## src/rtl/alu_stage.sv

```systemverilog
// alu_stage: add/sub/and in one cycle or 16-cycle shift-add multiply over the A/B register outputs
//
// Ports:
//   clk        rising-edge clock
//   rst        asynchronous active-high reset
//   aout       A register contents (operand 1 / multiplicand)
//   bout       B register contents (operand 2 / multiplier)
//   alu_op     00 add, 01 sub, 10 mul, 11 and
//   alu_start  start request, accepted only in IDLE
//   alu_en     gates the result register onto alu_out (0 when low)
//   alu_out    gated result
//   alu_busy   high whenever the FSM is not IDLE
//   alu_done   one-cycle pulse after result/flags update
//   carry_flag registered carry / no-borrow / multiply overflow
//   zero_flag  registered result==0
module alu_stage #(
   parameter int WIDTH      = 16,
   parameter int MUL_CYCLES = 16
) (
   input  logic             clk,
   input  logic             rst,
   input  logic [WIDTH-1:0] aout,
   input  logic [WIDTH-1:0] bout,
   input  logic [1:0]       alu_op,
   input  logic             alu_start,
   input  logic             alu_en,
   output logic [WIDTH-1:0] alu_out,
   output logic             alu_busy,
   output logic             alu_done,
   output logic             carry_flag,
   output logic             zero_flag
);
   localparam int CW = $clog2(MUL_CYCLES);

   typedef enum logic [1:0] {IDLE, MUL, DONE} state_t;

   state_t             state_q;
   logic [WIDTH-1:0]   result_q;
   logic               carry_q;
   logic               zero_q;
   logic [2*WIDTH-1:0] mcand_q;
   logic [2*WIDTH-1:0] acc_q;
   logic [WIDTH-1:0]   mplier_q;
   logic [CW-1:0]      count_q;

   logic [WIDTH:0]     add_w;
   logic [WIDTH:0]     sub_w;
   logic [WIDTH-1:0]   op_res;
   logic               op_c;
   logic [2*WIDTH-1:0] acc_d;

   always_comb begin
      add_w  = {1'b0, aout} + {1'b0, bout};
      sub_w  = {1'b0, aout} - {1'b0, bout};
      op_res = alu_op == 2'b00 ? add_w[WIDTH-1:0] :
               alu_op == 2'b01 ? sub_w[WIDTH-1:0] : aout & bout;
      // borrow out of the 17-bit subtract is the inverse of aout >= bout
      op_c   = alu_op == 2'b00 ? add_w[WIDTH] :
               alu_op == 2'b01 ? ~sub_w[WIDTH] : 1'b0;
      acc_d  = acc_q + (mplier_q[0] ? mcand_q : '0);
   end

   always_ff @(posedge clk or posedge rst) begin
      if (rst) begin
         state_q  <= IDLE;
         result_q <= '0;
         carry_q  <= 1'b0;
         zero_q   <= 1'b0;
         mcand_q  <= '0;
         acc_q    <= '0;
         mplier_q <= '0;
         count_q  <= '0;
      end else begin
         case (state_q)
            IDLE: if (alu_start) begin
               if (alu_op == 2'b10) begin
                  mcand_q  <= {{WIDTH{1'b0}}, aout};
                  mplier_q <= bout;
                  acc_q    <= '0;
                  count_q  <= '0;
                  state_q  <= MUL;
               end else begin
                  result_q <= op_res;
                  carry_q  <= op_c;
                  zero_q   <= op_res == '0;
                  state_q  <= DONE;
               end
            end
            MUL: begin
               acc_q    <= acc_d;
               mcand_q  <= mcand_q << 1;
               mplier_q <= mplier_q >> 1;
               count_q  <= count_q + CW'(1);
               // commit straight from acc_d so the last partial product is included
               if (count_q == CW'(MUL_CYCLES - 1)) begin
                  result_q <= acc_d[WIDTH-1:0];
                  carry_q  <= |acc_d[2*WIDTH-1:WIDTH];
                  zero_q   <= acc_d[WIDTH-1:0] == '0;
                  state_q  <= DONE;
               end
            end
            DONE:    state_q <= IDLE;
            default: state_q <= IDLE;
         endcase
      end
   end

   assign alu_out    = alu_en ? result_q : '0;
   assign alu_busy   = state_q != IDLE;
   assign alu_done   = state_q == DONE;
   assign carry_flag = carry_q;
   assign zero_flag  = zero_q;
endmodule

```

## config.mk

```make
export PLATFORM = sky130hd
export DESIGN_NAME = alu_stage
export DESIGN_NICKNAME = d
export VERILOG_FILES = /design/src/rtl/alu_stage.sv
export SDC_FILE = /design/constraint.sdc
export NUM_CORES = 1
export LEC_CHECK = 0
export ABC_AREA = 1
export CAP_MARGIN = 20
export CELL_PAD_IN_SITES_DETAIL_PLACEMENT = 1
export CELL_PAD_IN_SITES_GLOBAL_PLACEMENT = 1
export CORE_UTILIZATION = 38
export CTS_BUF_LIST = sky130_fd_sc_hd__clkbuf_8
export DETAILED_ROUTE_END_ITERATION = 8
export PLACE_DENSITY_LB_ADDON = 0.1
export SYNTH_ARGS = -nofsm -noshare
export SYNTH_HDL_FRONTEND = slang
export SYNTH_SLANG_ARGS = --single-unit
```

## constraint.sdc

```tcl
create_clock -name clk -period 3.7 [get_ports clk]
set_input_delay 0.555 -clock clk [delete_from_list [all_inputs] [get_ports clk]]
set_output_delay 0.555 -clock clk [all_outputs]
set_load 0.01 [all_outputs]
```

# [After elaboration in Yosys (flattened, before gate mapping)]
# Index checks and enable logic that the tools add are counted.
[word_totals] reg_bits=104 inputBits=38 output_inout_bits=20
[op_classes] addsub=4 eq_ne=9 muxes=34 n_bitwise=2 n_reduce_logical=10
[ops] operator="two-way mux 32 bit" n=5
[ops] operator="two-way mux 16 bit" n=8
[ops] operator="one-hot mux 32 bit (2 select lines)" n=2
[ops] operator="one-hot mux 16 bit (2 select lines)" n=2
[ops] operator="adder 32 bit" n=1
[ops] operator="zero test 16 bit" n=2
[ops] operator="adder 16 x 16 -> 17 bit" n=1
[ops] operator="subtractor 16 x 16 -> 17 bit" n=1
[ops] operator="AND 16 bit" n=1
[ops] operator="OR reduction 16 bit" n=1
[ops] operator="two-way mux 1 bit" n=8
[ops] operator="two-way mux 4 bit" n=2
[ops] operator="inequality test 2 bit (second input constant)" n=4
[ops] operator="one-hot mux 4 bit (2 select lines)" n=1
[ops] operator="two-way mux 2 bit" n=3
[ops] operator="adder 4 x 1 -> 4 bit (second input constant)" n=1
[ops] operator="== test 2 x 1 -> 1 bit (second input constant)" n=2
[ops] operator="== test 2 bit (second input constant)" n=2
[ops] operator="== test 4 bit (second input constant)" n=1
[ops] operator="zero test 2 bit" n=2
[ops] operator="one-hot mux 1 bit (2 select lines)" n=2
[ops] operator="one-hot mux 2 bit (2 select lines)" n=1
[ops] operator="AND reduction 4 bit" n=1
[ops] operator="nonzero test 2 bit" n=2
[ops] operator="3 further kinds" n=3

# [Longest topological paths before layout]
# Gate-level depths: netlist of the first run.
[logic_depth] ltp_word=7 mapped_depth=22

# [Worst setup path after synthesis of the first run]
# Ideal clock, no wire load.
[synth_timing] kind="flip-flop to flip-flop" from="register mplier_q[0]" to="register zero_q (netlist: zero_flag)" t_arrival_ps=2428 slack_ps=1195 stages_incl_launch_ff=18 path_buffers=2 path_cell_list="dfrtp_1 > clkbuf_1 > clkbuf_1 > nand2_1 > inv_1 > ha_1 > fa_1 > nand2_1 > nand3_1 > and2_1 > xor2_1 > nor2_1 > nand3_1 > nor3_1 > nand4_1 > nand2_1 > inv_1 > a21oi_1"
[synth_via] elab_chain_cells=5
[synth_lines] item="start: declaration" line_no="43" rtl="logic [WIDTH-1:0] mplier_q;"
[synth_lines] item="start signal: assignment" line_no="78" rtl="mplier_q <= bout;"
[synth_lines] item="start signal: assignment" line_no="92" rtl="mplier_q <= mplier_q >> 1;"
[synth_lines] item="two-way mux 32 bit" line_no="60" rtl="acc_d = acc_q + (mplier_q[0] ? mcand_q : '0);"
[synth_lines] item="adder 32 bit" line_no="60"
[synth_lines] item="zero test 16 bit" line_no="98" rtl="zero_q <= acc_d[WIDTH-1:0] == '0;"
[synth_lines] item="two-way mux 1 bit" line_no="95" rtl="if (count_q == CW'(MUL_CYCLES - 1)) begin"
[synth_lines] item="one-hot mux 1 bit (2 select lines)" line_no="74" rtl="case (state_q)"
[synth_lines] item="end signal: assignment" line_no="68" rtl="zero_q <= 1'b0;"
[synth_lines] item="end signal: assignment" line_no="85" rtl="zero_q <= op_res == '0;"
[synth_lines] item="end signal: assignment" line_no="98"
[synth_lines] item="end: declaration" line_no="40" rtl="logic zero_q;"
# Every way passes these cells. The select of a mux whose other input is x is not followed.
# A chain may end at the register's enable or synchronous reset.

# [Worst setup path after layout of the first run]
[layout_timing] from="register mplier_q[0]" to="register carry_q (netlist: carry_flag)"
[layout_via] elab_chain_cells=5
[layout_lines] item="two-way mux 32 bit" line_no="60"
[layout_lines] item="adder 32 bit" line_no="60"
[layout_lines] item="OR reduction 16 bit" line_no="97" rtl="carry_q <= |acc_d[2*WIDTH-1:WIDTH];"
[layout_lines] item="two-way mux 1 bit" line_no="95"
[layout_lines] item="one-hot mux 1 bit (2 select lines)" line_no="74"
[layout_lines] item="end signal: assignment" line_no="84" rtl="carry_q <= op_c;"
[layout_lines] item="end signal: assignment" line_no="97"
[layout_lines] item="end: declaration" line_no="39" rtl="logic carry_q;"
# Every way passes these cells. The select of a mux whose other input is x is not followed.

==> run metrics, run 1 <==
hold buffers post-CTS 0; setup tns final 0 ns; WHS Path Cells 2; Hold Crit Start acc_q[2]$_DFFE_PP0P_; I/O Pins a little under 60; YS warnings 0; CP top delay family simple AND/OR/NAND/NOR gates; Setup crit start kind flip-flop; die width 156 um; peak supply drop around 230 uV; first-pass GRT wire length just over 50 mm; RR Startpoint mplier_q[0]$_DFFE_PP0P_; clock sinks 104; Hold Path Sink acc_q[2]$_DFFE_PP0P_; drt first-iter violations 556; Syn Inst Count ~1400; Slew headroom 0.568; DRC 0; Synth area leaders dfrtp_1 (29%), nand2_1 (18%), ha_1 (8.9%); worst path cell trace buf_12 -> nand2_1 -> inv_1 -> ha_1 -> fa_1 -> nand2_1 -> nand3_1 -> nand3_1 -> nand3_2 -> nand2_2 -> nand2_1 -> nand2_1 -> nand3_1 -> nor2_1 -> nand3_1 -> nor2_1 -> nand3_1 -> nand3_1 -> nand2_1; initial core utilization 0.386; share of cells above drive strength 1 0.0608; register area between 0.002 and 0.003 mm^2; register area share after synthesis 0.288; Net Switching 3.03 mW; Util after Layout 0.433; # nets final 1531; Placed Instance Area slightly below 0.01 mm^2; Post-DRT Antenna Nets 0; Pre-antenna DRT Iters 5; average size of a mapped cell between 6 and 7 um^2; via count between 9000 and 10000; Peak Freq about 320 MHz; routed wire length approximately 32 mm; Clock Pin Slew Worst Setup and Hold Paths between 0.1 and 0.15 ns; ys flop type dfrtp_1; worst reg2reg path depth 19; H-tree Lvls 3; Core Footprint 0.0234 mm^2; internal power ~3.0 mW; Multi-input gate area 0.00537 mm^2; vias in the first global route around 9000; IO Port Bufs 57; Finished Cell Area between 0.01 and 0.015 mm^2; leakage between 5 and 6 nW; total of max-cap violations 0; switch share 0.500; Resized Gates After CTS 0; worst path arrival time about 3.4 ns; period utilization 0.845; layout filler cell count 3161; n_diodes 0; RePlAce Congestion just under 0.9; most frequent cell after synthesis nand2_1; critical path class flip-flop to flip-flop; Via density 5.30; Root Buffer clkbuf_8; initial antenna violation count 0; # setup viols final 0; pwr dens 599 mW/mm^2; clock skew around 0.018 ns; number of synthesized register bits about 100; status finished, final reports clean; min cycle time layout 3.13 ns; HP Class flip-flop to flip-flop; Yosys top cell area share 0.288; worst endpoint required time a little under 4 ns; worst-margin pin slew about 0.65 ns; crit path max fanout 32; Top cell by count, worst path nand3_1; sequential power share 0.308; Net Count, Synth 1490; worst-skew pair later-pin latency 0.39 ns; Post-synth EDFFs 0; Die ar. between 0.02 and 0.025 mm^2; unrepaired setup endpoints after global routing false; CTS Buffer Depth 2; TritonCTS Buffers 9; Fin. Hold Viols 0; power share of the clock group 0.123; HPWL after DPL between 20 and 30 mm; Setup crit start mplier_q[0]$_DFFE_PP0P_; row cnt 56; ys async rst share 1.00; final slew viol count 0; Synth cell types 45; CTS tree yes; gr usage total 0.273; WL/cell 18.4 um; Worst path max stage delay 0.49 ns; critical path endpoint category flip-flop; Area growth syn-to-layout 12.1%; worst r2r dst carry_flag$_DFFE_PP0P_; area leader, netlist dfrtp_1; gr ovfl total 0; Comb pwr share 0.569; Crit path depth 19; most instantiated cells after synthesis nand2_1 (422), inv_1 (211), nand3_1 (110); CP Buf/Inv Count 2; Reg2Reg Setup Slack about 0.57 ns; cell area after technology mapping 0.00904 mm^2; crit path max-delay cell type fa_1; post-CTS setup buffer count 0; largest net degree at the start of global routing 65; die height approximately 160 um
==> layer usage <==
metal	part of all wire	routed length, um	track usage	vias to the layer above
li1	-	-	-	4539
met1	0.52	16700	0.404	4562
met2	0.44	14300	0.433	154
met3	0.032	1040	0.0285	23
met4	0.0085	276	0.0444	0
met5	0	0	0	-
==> how the worst max path moves through the flow <==
stage	to	slack (ns)
floorplan	acc_q[0]$_DFFE_PP0P_	0.41
global placement	zero_flag$_DFFE_PP0P_	0.30
detailed placement	zero_flag$_DFFE_PP0P_	0.30
CTS	carry_flag$_DFFE_PP0P_	0.59
global route	carry_flag$_DFFE_PP0P_	0.41
finish	carry_flag$_DFFE_PP0P_	0.57
==> worst register-to-register path, stage by stage, from the launching register on <==
cell and delay [ns]:
dfrtp_1 0.43, buf_12 0.17, nand2_1 0.07, inv_1 0.04
ha_1 0.22, fa_1 0.49, nand2_1 0.10, nand3_1 0.13
nand3_1 0.12, nand3_2 0.11, nand2_2 0.10, nand2_1 0.11
nand2_1 0.12, nand3_1 0.08, nor2_1 0.13, nand3_1 0.08
nor2_1 0.15, nand3_1 0.18, nand3_1 0.11, nand2_1 0.07
==> cell type report <==
type | count | area share
clock buffer | 9 | 0.0122
clock inverter | 7 | 0.00654
inverter | 222 | 0.0825
multi-input combinational | 1014 | 0.530
sequential | 104 | 0.257
tap | 319 | 0.0394
timing repair buffer | 75 | 0.0721
==> state kept, by name (all words and copies together) (netlist names) <==
register and count:
acc_q 32, mcand_q 32, mplier_q 16, result_q 16
count_q 4, state_q 2, carry_flag 1, zero_flag 1
==> stage by stage <==
stage	hold slack (ns)	total power [mW]	worst slack [ns]	instances
2_1_floorplan	0.448	4.14	0.413	1385
3_3_place_gp	0.465	5.26	0.304	1734
3_5_place_dp	0.466	5.32	0.303	1734
4_1_cts	0.495	6.09	0.591	1750
5_1_grt	0.512	6.57	0.407	1750
6_report	0.497	6.07	0.575	1750
==> cell families after synthesis <==
kind of cell               count (synthesis)  share of synthesized area
and+or+nand+nor                          717                      0.338
DFF                                      104                      0.288
xor gates and xnor gates                  10                    0.00969
buffers and inverters                    267                      0.119
AOI/OAI and AO/OA                        220                      0.151
adders and majority gates                 67                     0.0952
==> power by group through the flow <==
stage / clock [mW] / sequential, mW / combinational, mW
detailed placement: 0 / 1.90 / 3.42
finish: 0.746 / 1.87 / 3.45
global route: 0.796 / 1.93 / 3.84
global placement: 0 / 1.89 / 3.37
floorplan: 0 / 1.80 / 2.34
CTS: 0.771 / 1.87 / 3.44
==> layout by cell type (no fill, tap or decap), drive strengths merged, types with 7 or more instances in the layout <==
master and count:
nand3 114, nor2 114, clkbuf 9, xor2 7, clkdlybuf4s50 57, o21ai 66, o21a 7, a22oi 15
inv 226, buf 18, a221oi 15, nand2 432, a21oi 71, ha 64, nand4 18, o211ai 7
dfrtp 104, o22ai 17, nor3 29
Note: power is estimated with default switching activity, not from simulation.
==> inputs of run 2 (changes only) <==
Clock period 3.7 ns to 2.9 ns, I/O delays scaled along.
==> run metrics, run 2 (synthesis results as in run 1) <==
CTS Buffer Depth 2 (unchanged); die height 156 um (unchanged); n_diodes 0 (unchanged); register area 0.00260 mm^2 (about the same); CTS tree yes (unchanged); share of cells above drive strength 1 0.159 (was 0.0608); wl on met1 16.8 mm (was 16.7 mm); die width 156 um (unchanged); Via density 5.26 (was 5.30); Top Registers acc_q: 32 flops, mcand_q: 32 flops (unchanged); worst path arrival time 3.12 ns (was 3.40 ns); dpl cells 1825 (was 1734); worst-margin pin slew 0.811 ns (was 0.648 ns); layout filler cell count 3128 (was 3161); H-tree Lvls 3 (unchanged); total of max-cap violations 0 (unchanged); IO Port Bufs 57 (unchanged); leakage 5.87 nW (was 5.43 nW); worst endpoint required time 3.20 ns (was 3.97 ns); status finished, final reports clean (unchanged); gr usage total 0.285 (was 0.273); commonest non-fill, non-tap cell in the layout nand2_1 (unchanged); worst reg2reg path depth 16 (was 19); # nets final 1624 (was 1531); Worst path max stage delay 0.49 ns (about the same); Die ar. 0.0244 mm^2 (unchanged); critical path endpoint category flip-flop (unchanged); final cell count without fillers 1843 (was 1750); Top cell by count, worst path nand2_1 (was nand3_1); Slew headroom 0.458 (was 0.568); wire length on met2 15.5 mm (was 14.3 mm); Setup crit start kind flip-flop (unchanged); TritonCTS Buffers 9 (unchanged); row cnt 56 (unchanged); via count 9694 (was 9278); gr ovfl total 0 (unchanged); Fin. Hold Viols 0 (unchanged); routed wire length 34.0 mm (was 32.3 mm); worst r2r dst carry_flag$_DFFE_PP0P_ (unchanged); drt first-iter violations 597 (was 556); DR top layer met4 (unchanged); commonest cells after routing, fill and taps aside nand2_1 (416), inv_1 (210), buf_4 (108) (was nand2_1 (422), inv_1 (211), nand3_1 (110)); largest net degree at the start of global routing 71 (was 65); first-pass GRT wire length 53.5 mm (was 51.1 mm); I/O Pins 58 (unchanged); min cycle time layout 2.82 ns (was 3.13 ns); Reg2Reg Setup Slack 0.08 ns (was 0.57 ns); critical path class flip-flop to flip-flop (unchanged); crit path max fanout 15 (was 32); DRC 0 (unchanged); clock sinks 104 (unchanged); Peak Freq 354 MHz (was 320 MHz); pwr dens 751 mW/mm^2 (was 599 mW/mm^2); Post-DRT Antenna Nets 0 (unchanged); Core Footprint 0.0234 mm^2 (unchanged); initial antenna violation count 0 (unchanged); HPWL after DPL 27.3 mm (was 26.1 mm); Pre-antenna DRT Iters 4 (was 5); HP Class input port to async pin (was flip-flop to flip-flop); met3 WL post-DR 1.16 mm (was 1.04 mm); unrepaired setup endpoints after global routing true (was false); vias in the first global route 9809 (was 9260); worst-skew pair later-pin latency 0.41 ns (was 0.39 ns); worst path cell trace clkbuf_16 -> nand2_1 -> inv_1 -> ha_2 -> a21oi_1 -> o21ai_0 -> nand2_1 -> nand2_1 -> nor2_1 -> nand3_1 -> nand2_1 -> nand2_1 -> nor2_1 -> nand3_2 -> nand3_1 -> nand2_1 (was buf_12 -> nand2_1 -> inv_1 -> ha_1 -> fa_1 -> nand2_1 -> nand3_1 -> nand3_1 -> nand3_2 -> nand2_2 -> nand2_1 -> nand2_1 -> nand3_1 -> nor2_1 -> nand3_1 -> nor2_1 -> nand3_1 -> nand3_1 -> nand2_1); WL/cell 18.4 um (about the same); Root Buffer clkbuf_8 (unchanged); # setup viols final 0 (unchanged); RePlAce Congestion 0.912 (was 0.894); clock skew 0.0181 ns (was 0.0183 ns); period utilization 0.973 (was 0.845); initial core utilization 0.386 (unchanged); Clock Pin Slew Worst Setup and Hold Paths 0.12 ns (about the same); peak supply drop 292 uV (was 226 uV); Area growth syn-to-layout 23.4% (was 12.1%); Util after Layout 0.477 (was 0.433); Multi-input gate area 0.00569 mm^2 (was 0.00537 mm^2); final slew viol count 0 (unchanged); RR Startpoint mplier_q[0]$_DFFE_PP0P_ (unchanged); crit path max-delay cell type dfrtp_2 (was fa_1)
## run 2: changes by cell type in the layout (fill, tap and decap cells not counted), moves of 8 or more
cell,previous run,this run
a21oi_2,6,15
a21oi_1,63,54
nor2_1,103,95
buf_4,16,108
ha_4,0,9
ha_2,0,13
ha_1,64,42
## run 2: stage by stage
step	area (um^2)	hold slack (ns)	setup TNS, ns	worst slack, ns	power [mW]
4_1_cts	10800	0.396	0	0.00764	7.98
3_3_place_gp	10600	0.464	-0.425	-0.163	6.87
3_5_place_dp	10600	0.468	-0.594	-0.137	6.98
2_1_floorplan	9040	0.448	0	0.395	5.28
6_report	11200	0.381	0	0.0770	8.38
5_1_grt	11200	0.421	-0.120	-0.115	9.03
## run 2: final cells by class
class / instances / share of cell area
Sequential cell: 104 / 0.233
Clock inverter: 7 / 0.00549
Multi-Input combinational cell: 1014 / 0.510
Tap cell: 319 / 0.0358
Clock buffer: 9 / 0.0111
Timing Repair Buffer: 168 / 0.130
Inverter: 222 / 0.0750
## run 2: worst max-delay path by stage
stage | slack, ns | end | cells past startpoint | start
after floorplan | 0.39 | zero_flag$_DFFE_PP0P_ | 17 | mplier_q[0]$_DFFE_PP0P_
after global placement | -0.16 | result_q[12]$_DFFE_PP0P_ | 13 | bout[3]
after detailed placement | -0.14 | carry_flag$_DFFE_PP0P_ | 16 | mplier_q[0]$_DFFE_PP0P_
after CTS | 0.008 | carry_flag$_DFFE_PP0P_ | 17 | mplier_q[0]$_DFFE_PP0P_
after global routing | -0.11 | carry_flag$_DFFE_PP0P_ | 20 | mplier_q[0]$_DFFE_PP0P_
final | 0.08 | carry_flag$_DFFE_PP0P_ | 16 | mplier_q[0]$_DFFE_PP0P_
## run 2: repair_timing
| action | CTS | global route |
|---|---|---|
| cloned | 0 | 1 |
| resized for setup | 13 | 64 |
| setup buffers | 0 | 1 |
| hold buffers | 0 | 0 |
| setup endpoints to repair | 1 | 3 |
| pin swaps | 0 | 4 |
## run 2: power by group
part	internal (mW)	total [mW]	switching, mW
Combinational	1.87	4.97	3.10
Clock	0.334	0.962	0.628
Sequential	2.03	2.45	0.418
## run 2: routing by layer
layer	GRT usage	vias up
li1	-	4741
met1	0.415	4744
met2	0.454	182
met3	0.0277	27
met4	0.0626	0
met5	0	-
## run 2: worst max-delay path, delay by kind of cell, from the launching register on
family                     cells  cell delay (ns)
AOI/OAI and AO/OA              2             0.55
adders and majority gates      1             0.33
and+or+nand+nor               11             1.04
buffers and inverters          2             0.32
DFF                            1             0.49
